`src/rtl/mem_bus_bridge.sv`:
```
// Core-to-SRAM bridge: turns level RD/WR requests into timed CE/OE/WE cycles with wait states.
// Optional ready timeout with sticky BUS_ERR is enabled by defining MEM_BUS_TIMEOUT_EN.
module mem_bus_bridge #(
  parameter int unsigned WAIT_STATES    = 1,
  parameter int unsigned TIMEOUT_CYCLES = 255
) (
  input  logic        CLK,
  input  logic        RESET,
  input  logic [15:0] CPU_ABUS,
  input  logic [15:0] CPU_DBUS_OUT,
  input  logic        CPU_RD,
  input  logic        CPU_WR,
  output logic [15:0] CPU_DBUS_IN,
  output logic        CPU_STALL,
  output logic [15:0] MEM_ADDR,
  output logic [15:0] MEM_DOUT,
  input  logic [15:0] MEM_DIN,
  output logic        MEM_CE,
  output logic        MEM_OE,
  output logic        MEM_WE,
  input  logic        MEM_READY,
  output logic        BUS_ERR
);

  localparam logic [3:0] WaitLast = 4'(WAIT_STATES);

  typedef enum logic [1:0] {StIdle, StSetup, StAccess, StDone} state_e;

  state_e      state_q, state_d;
  logic        is_rd_q, is_rd_d;
  logic [3:0]  cnt_q, cnt_d;
  logic [15:0] addr_q, addr_d;
  logic [15:0] dout_q, dout_d;
  logic [15:0] rdata_q, rdata_d;
  logic        req_legal;

`ifdef MEM_BUS_TIMEOUT_EN
  localparam logic [7:0] TmoLast = 8'(TIMEOUT_CYCLES - 1);
  logic [7:0] tmo_q, tmo_d;
  logic       ext_q, ext_d;
  logic       err_q, err_d;
`endif

  assign req_legal = CPU_RD ^ CPU_WR;

  always_comb begin
    state_d   = state_q;
    is_rd_d   = is_rd_q;
    cnt_d     = cnt_q;
    addr_d    = addr_q;
    dout_d    = dout_q;
    rdata_d   = rdata_q;
    CPU_STALL = 1'b0;
    MEM_CE    = 1'b0;
    MEM_OE    = 1'b0;
    MEM_WE    = 1'b0;
`ifdef MEM_BUS_TIMEOUT_EN
    tmo_d = tmo_q;
    ext_d = ext_q;
    err_d = err_q;
`endif
    unique case (state_q)
      StIdle: begin
        if (req_legal) begin
          CPU_STALL = 1'b1;
          addr_d    = CPU_ABUS;
          is_rd_d   = CPU_RD;
          if (CPU_WR) dout_d = CPU_DBUS_OUT;
`ifdef MEM_BUS_TIMEOUT_EN
          tmo_d = '0;
          ext_d = 1'b0;
`endif
          state_d = StSetup;
        end
      end
      StSetup: begin
        CPU_STALL = 1'b1;
        MEM_CE    = 1'b1;
        MEM_OE    = is_rd_q;
        cnt_d     = '0;
        state_d   = StAccess;
      end
      StAccess: begin
        CPU_STALL = 1'b1;
        MEM_CE    = 1'b1;
        MEM_OE    = is_rd_q;
        MEM_WE    = ~is_rd_q;
        // Counter saturates at the last counted cycle; ready extension just holds it there.
        if (cnt_q != WaitLast) begin
          cnt_d = cnt_q + 4'd1;
        end else if (MEM_READY) begin
          state_d = StDone;
          if (is_rd_q) rdata_d = MEM_DIN;
        end
`ifdef MEM_BUS_TIMEOUT_EN
        else if (ext_q) begin
          tmo_d = tmo_q + 8'd1;
          if (tmo_q == TmoLast) begin
            state_d = StDone;
            err_d   = 1'b1;
            if (is_rd_q) rdata_d = 16'hFFFF;
          end
        end else begin
          ext_d = 1'b1;
        end
`endif
      end
      StDone: begin
        if (!CPU_RD && !CPU_WR) state_d = StIdle;
      end
      default: state_d = StIdle;
    endcase
  end

  always_ff @(posedge CLK) begin
    if (RESET) begin
      state_q <= StIdle;
      is_rd_q <= 1'b0;
      cnt_q   <= '0;
      addr_q  <= '0;
      dout_q  <= '0;
      rdata_q <= '0;
    end else begin
      state_q <= state_d;
      is_rd_q <= is_rd_d;
      cnt_q   <= cnt_d;
      addr_q  <= addr_d;
      dout_q  <= dout_d;
      rdata_q <= rdata_d;
    end
  end

`ifdef MEM_BUS_TIMEOUT_EN
  always_ff @(posedge CLK) begin
    if (RESET) begin
      tmo_q <= '0;
      ext_q <= 1'b0;
      err_q <= 1'b0;
    end else begin
      tmo_q <= tmo_d;
      ext_q <= ext_d;
      err_q <= err_d;
    end
  end

  assign BUS_ERR = err_q;
`else
  assign BUS_ERR = 1'b0;
`endif

  assign CPU_DBUS_IN = rdata_q;
  assign MEM_ADDR    = addr_q;
  assign MEM_DOUT    = dout_q;

endmodule
```
`config.mk`:
```
export PLATFORM = sky130hd
export DESIGN_NAME = mem_bus_bridge
export DESIGN_NICKNAME = d
export VERILOG_FILES = /design/src/rtl/mem_bus_bridge.sv
export SDC_FILE = /design/constraint.sdc
export NUM_CORES = 1
export LEC_CHECK = 0
export BUFFER_PORTS_ARGS = -buffer_cell sky130_fd_sc_hd__buf_2
export CAP_MARGIN = 20
export CORE_ASPECT_RATIO = 0.75
export CORE_UTILIZATION = 40
export CTS_CLUSTER_SIZE = 28
export DETAILED_ROUTE_END_ITERATION = 8
export PLACE_DENSITY = 0.79
export SETUP_SLACK_MARGIN = 0.05
export SLEW_MARGIN = 25
export SYNTH_ARGS = -nofsm -noshare
export SYNTH_HDL_FRONTEND = slang
export SYNTH_SLANG_ARGS = --single-unit
```
`constraint.sdc`:
```
create_clock -name CLK -period 1.66 [get_ports CLK]
set_input_delay 0.166 -clock CLK [delete_from_list [all_inputs] [get_ports CLK]]
set_output_delay 0.166 -clock CLK [all_outputs]
set_load 0.1 [all_outputs]
```
### Word level (Yosys, flattened, before mapping)

Cells that the tools add are included.

* add/sub/neg operators: 1
* eq/ne operators: 9
* multiplexer cells: 12
* bitwise gates (word level): 3
* reductions and logical operators: 11

Operators with widths (count)
* $ne 2x2->1 const B: 5
* $mux 2: 4
* $pmux 2 s4: 1
* $pmux 4 s2: 1
* $reduce_and 4->1: 2
* $add 4x1->4 const B: 1
* $eq 2x2->1 const B: 2
* $mux 1: 4
* $mux 4: 1
* $ne 4x1->1 const B: 1
* $reduce_and 2->1: 2
* $reduce_and 3->1: 1
* $eq 2x1->1 const B: 1
* $logic_not 1->1: 2
* $logic_not 2->1: 1
* $not 1->1: 2
* $pmux 1 s2: 1
* $reduce_bool 2->1: 1
* $reduce_or 2->1: 1
* $logic_and 1x1->1: 1
* $xor 1x1->1: 1

* flip-flop bits (word level): 55
* input port bits: 53
* output and inout bits: 53
* logic and storage cells: 42

### Depth between registers and ports, before layout

* depth in word-level cells: 4
* gate-level depth with buffers: 8
* mapped depth without buffers: 6

### Worst setup path after synthesis

OpenSTA, ideal clock, no wires.

* path type: reg2out
* from: register state_q[1]
* to: output port CPU_STALL
* arrival time: 2.715 ns
* required time: 1.494 ns
* path slack: -1.221 ns
* cell stages (with the launch flop): 5
* buffers on the path: 0
* cells stage by stage: dfxtp_1 -> inv_1 -> ha_1 -> nor2_1 -> nor2_1

* word-level cells in the longest chain between the ends: 3
* elaborated cells on any way between the ends: 5
* those cells by class: eq/ne: 2; mux: 1; reduce/logical: 2

RTL lines
* start: declaration: RTL line 29 `state_e state_q, state_d;`
* start signal: assignment: RTL line 117 `state_q <= StIdle;`
* start signal: assignment: RTL line 124 `state_q <= state_d;`
* $eq 2x2->1 or $eq 2x1->1 (tied branches): RTL line 62 `unique case (state_q)`
* $reduce_or 2->1 (no line)
* $pmux 1 s2 (*): RTL line 62
* end: declaration: RTL line 14 `output logic CPU_STALL,`

Every way passes the cells marked *; elsewhere a longest branch is shown, timed or not.

### Worst setup path in the final report

* from: register state_q[0]
* to: output port MEM_WE

* word-level cells in the longest chain between the ends: 2

RTL lines
* $eq 2x2->1: RTL line 62
* $mux 1: RTL line 62
* end: declaration: RTL line 20 `output logic MEM_WE,`

No other way between the ends.

==> run_results.csv <==
group,metric,value,unit
cts,clock_path_buffers,2,
place,post_dp_cell_area,0.00289,mm²
hold_path,holdPathStages,3,
power,power,4.62,mW
route,drt_iter0_drc,62,
critical_path,rrSetupSlack,0.13,ns
cts,clk_latency,0.30,ns
place,port_buffers,104,
grt,grt_pass1_wl,8.55,mm
cts,hold_buffers,0,
route,dr_wl_met3,549,µm
grt,grt_antenna_before_repair,0,
critical_path,required,1.49,ns
logic_synthesis,avgSynthCellArea,8.00,µm²
route,wl_per_cell,12.2,µm
floorplan,start_util,0.431,
route,vias,2148,
floorplan,rows,22,
critical_path,cp_data_arrival_time,1.41,ns
route,drc,0,
cts,cts_buffers,5,
cts,htree_levels,2,
place,dp.final_hpwl,4.07,mm
floorplan,die_y,66.1,µm
grt,grt_max_degree,25,
run_status,status,"completed",
critical_path,startpoint_type,"register",
sta,worstMarginPinSlew,0.527,ns
layout,finalNonFillerCells,454,
logic_synthesis,syn_inst,274,
grt,first_global_vias,1960,
sta,setup_violations,0,
layout,n_antenna_cell,0,
layout,layout.nets,445,
route,drt-met1-wl,2.54,mm
sta,fin_skew,0.00331,ns
sta,hold_viol,0,
power,power_density,1490,mW/mm²
power,ir_drop,0.00174,V
job,cap_violations,0,
layout,fill_cells,461,
sta,period_share,0.949,
cts,root_buffer,"clkbuf_8",
grt,overflow,0,
layout,design_area,0.00310,mm²
layout,final_common_cell,"nand2_1",
critical_path,path_class,"register to output port",
place,gp_congestion,0.770,
cts,clk_pin_slew,0.09,ns
critical_path,cp_max_fo,6,
critical_path,cp_cell_sequence,"inv_4 > ha_2 > inv_1 > nor2_4 > buf_12",
sta,slew_violations,0,
sta,fmax,0.635,GHz
cts,cts_sinks,55,
cts,cts_tree,"yes",
layout,layout_common_cells,"101 x nand2_1, 100 x buf_2, 51 x dfxtp_1",
power,p_leak,1.41,nW
route,vias_per_cell,4.73,
sta,hold-worst-slack,0.0976,ns
logic_synthesis,syn_area,0.00219,mm²
layout,utilization,0.608,
route,ant_nets,0,
hold_path,min_path_type,"primary input to register",
sta,slew_headroom,0.648,
layout,areaGrowthSynthToFinish,41.1,%
floorplan,pin_count,106,
floorplan,die-width,87.5,µm
place,dpl_worst_slack,-0.0256,ns
route,topRoutingLayerUsed,"met4",
route,routed_wl,5.55,mm
logic_synthesis,synth_fp_nets,337,
logic_synthesis,ys_warn_count,0,
layout,drive_gt1_frac,0.387,
critical_path,slowest_stage,"dfxtp_4",
floorplan,die-area,0.00579,mm²
critical_path,end_kind,"output port",
logic_synthesis,ys_seq_elements,55,
logic_synthesis,yosysUniqueCellTypes,30,
logic_synthesis,synth-seq-area-share,0.502,
sta,setup_slack,0.0849,ns
critical_path,slowest_delay,0.37,ns
route,drt_pass1_iterations,4,
grt,track_usage,0.191,
place,dp.cells,443,
critical_path,reg2reg_depth,6,
sta,min_period,1.58,ns
floorplan,core_area,0.00509,mm²
sta,rsz0062_at_grt,"yes",
sta,setup_tns,0,ns
route,met2WireLength,2.42,mm
## cell usage after synthesis
cell type    n  area (µm²)
conb_1       1        3.75
nand3b_1     1        7.51
a21oi_1     50         250
and2_1       4        25.0
and4_1       1        8.76
ha_1        10         125
nor3b_2      1        12.5
o311a_1      1        10.0
buf_1        2        7.51
o211ai_1     1        7.51
nand2_1    102         383
a2111oi_0    1        8.76
clkbuf_1     7        26.3
o21ai_0      2        10.0
buf_8        1        15.0
and3_1       1        6.26
buf_4        1        7.51
o41ai_1      1        8.76
or3b_1       1        8.76
mux2i_1      1        10.0
nor2_1       7        26.3
nand3_1      1        5.00
inv_1        9        33.8
nand2b_1     2        12.5
buf_2        4        20.0
nand4_1      1        6.26
a21oi_2      3        26.3
o221ai_1     1        8.76
dfxtp_1     55        1100
buf_6        1        11.3
## layout make-up
| type | instances | area, µm² | share of cell area |
|---|---|---|---|
| clock buffer | 6 | 82.6 | 0.0267 |
| clock inverter | 1 | 5.00 | 0.00162 |
| inverter | 9 | 36.3 | 0.0117 |
| tap | 72 | 90.1 | 0.0291 |
| timing repair buffer | 117 | 716 | 0.231 |
| sequential | 55 | 1110 | 0.360 |
| multi-input combinational | 194 | 1050 | 0.340 |
## path summary, 6_finish.rpt
path / from / to
setup / recovery: state_q[0] / MEM_WE
hold / removal: MEM_DIN[11] / CPU_DBUS_IN[11]
setup reg to reg: cnt_q[0] / CPU_DBUS_IN[2]
hold reg to reg: MEM_ADDR[5] / MEM_ADDR[5]
## cell families (layout without fill, tap and decap cells)
family          count (synthesis)  in the layout  share of synthesized area
compound gates                 60             60                      0.151
fa+ha+maj                      10             10                     0.0570
buf+inv                        25            133                     0.0553
flops                          55             55                      0.502
mux                             1              1                    0.00456
other cells                     1              1                    0.00171
simple gates                  122            122                      0.229
## state kept, by name (all words and copies together), names as in the netlist
name         count
CPU_DBUS_IN     16
MEM_ADDR        16
cnt_q            4
is_rd_q          1
state_q          2
MEM_DOUT        16
## power by group
part	total, mW	switching (mW)	internal (mW)
Combinational	2.32	1.73	0.594
Sequential	1.57	0.0958	1.48
Clock	0.725	0.396	0.328
## routing by layer
layer | track usage | up-vias
li1 | - | 1098
met1 | 0.220 | 954
met2 | 0.323 | 91
met3 | 0.0724 | 5
met4 | 0.0676 | 0
met5 | 0 | -
## timing repair
action                                  in CTS  in global routing
gates resized for setup                      3                 20
cloned                                       0                  1
buffers inserted                             0                  3
pin swaps                                    0                  4
endpoints found under the setup margin       5                 23
## critical path, delay by kind of cell (launching register included)
family                     cells  cell delay [ns]
adders and majority gates      1             0.23
buffers and inverters          3             0.39
DFF                            1             0.37
and+or+nand+nor                1             0.13
No activity file was read; power rests on OpenSTA's default activity.
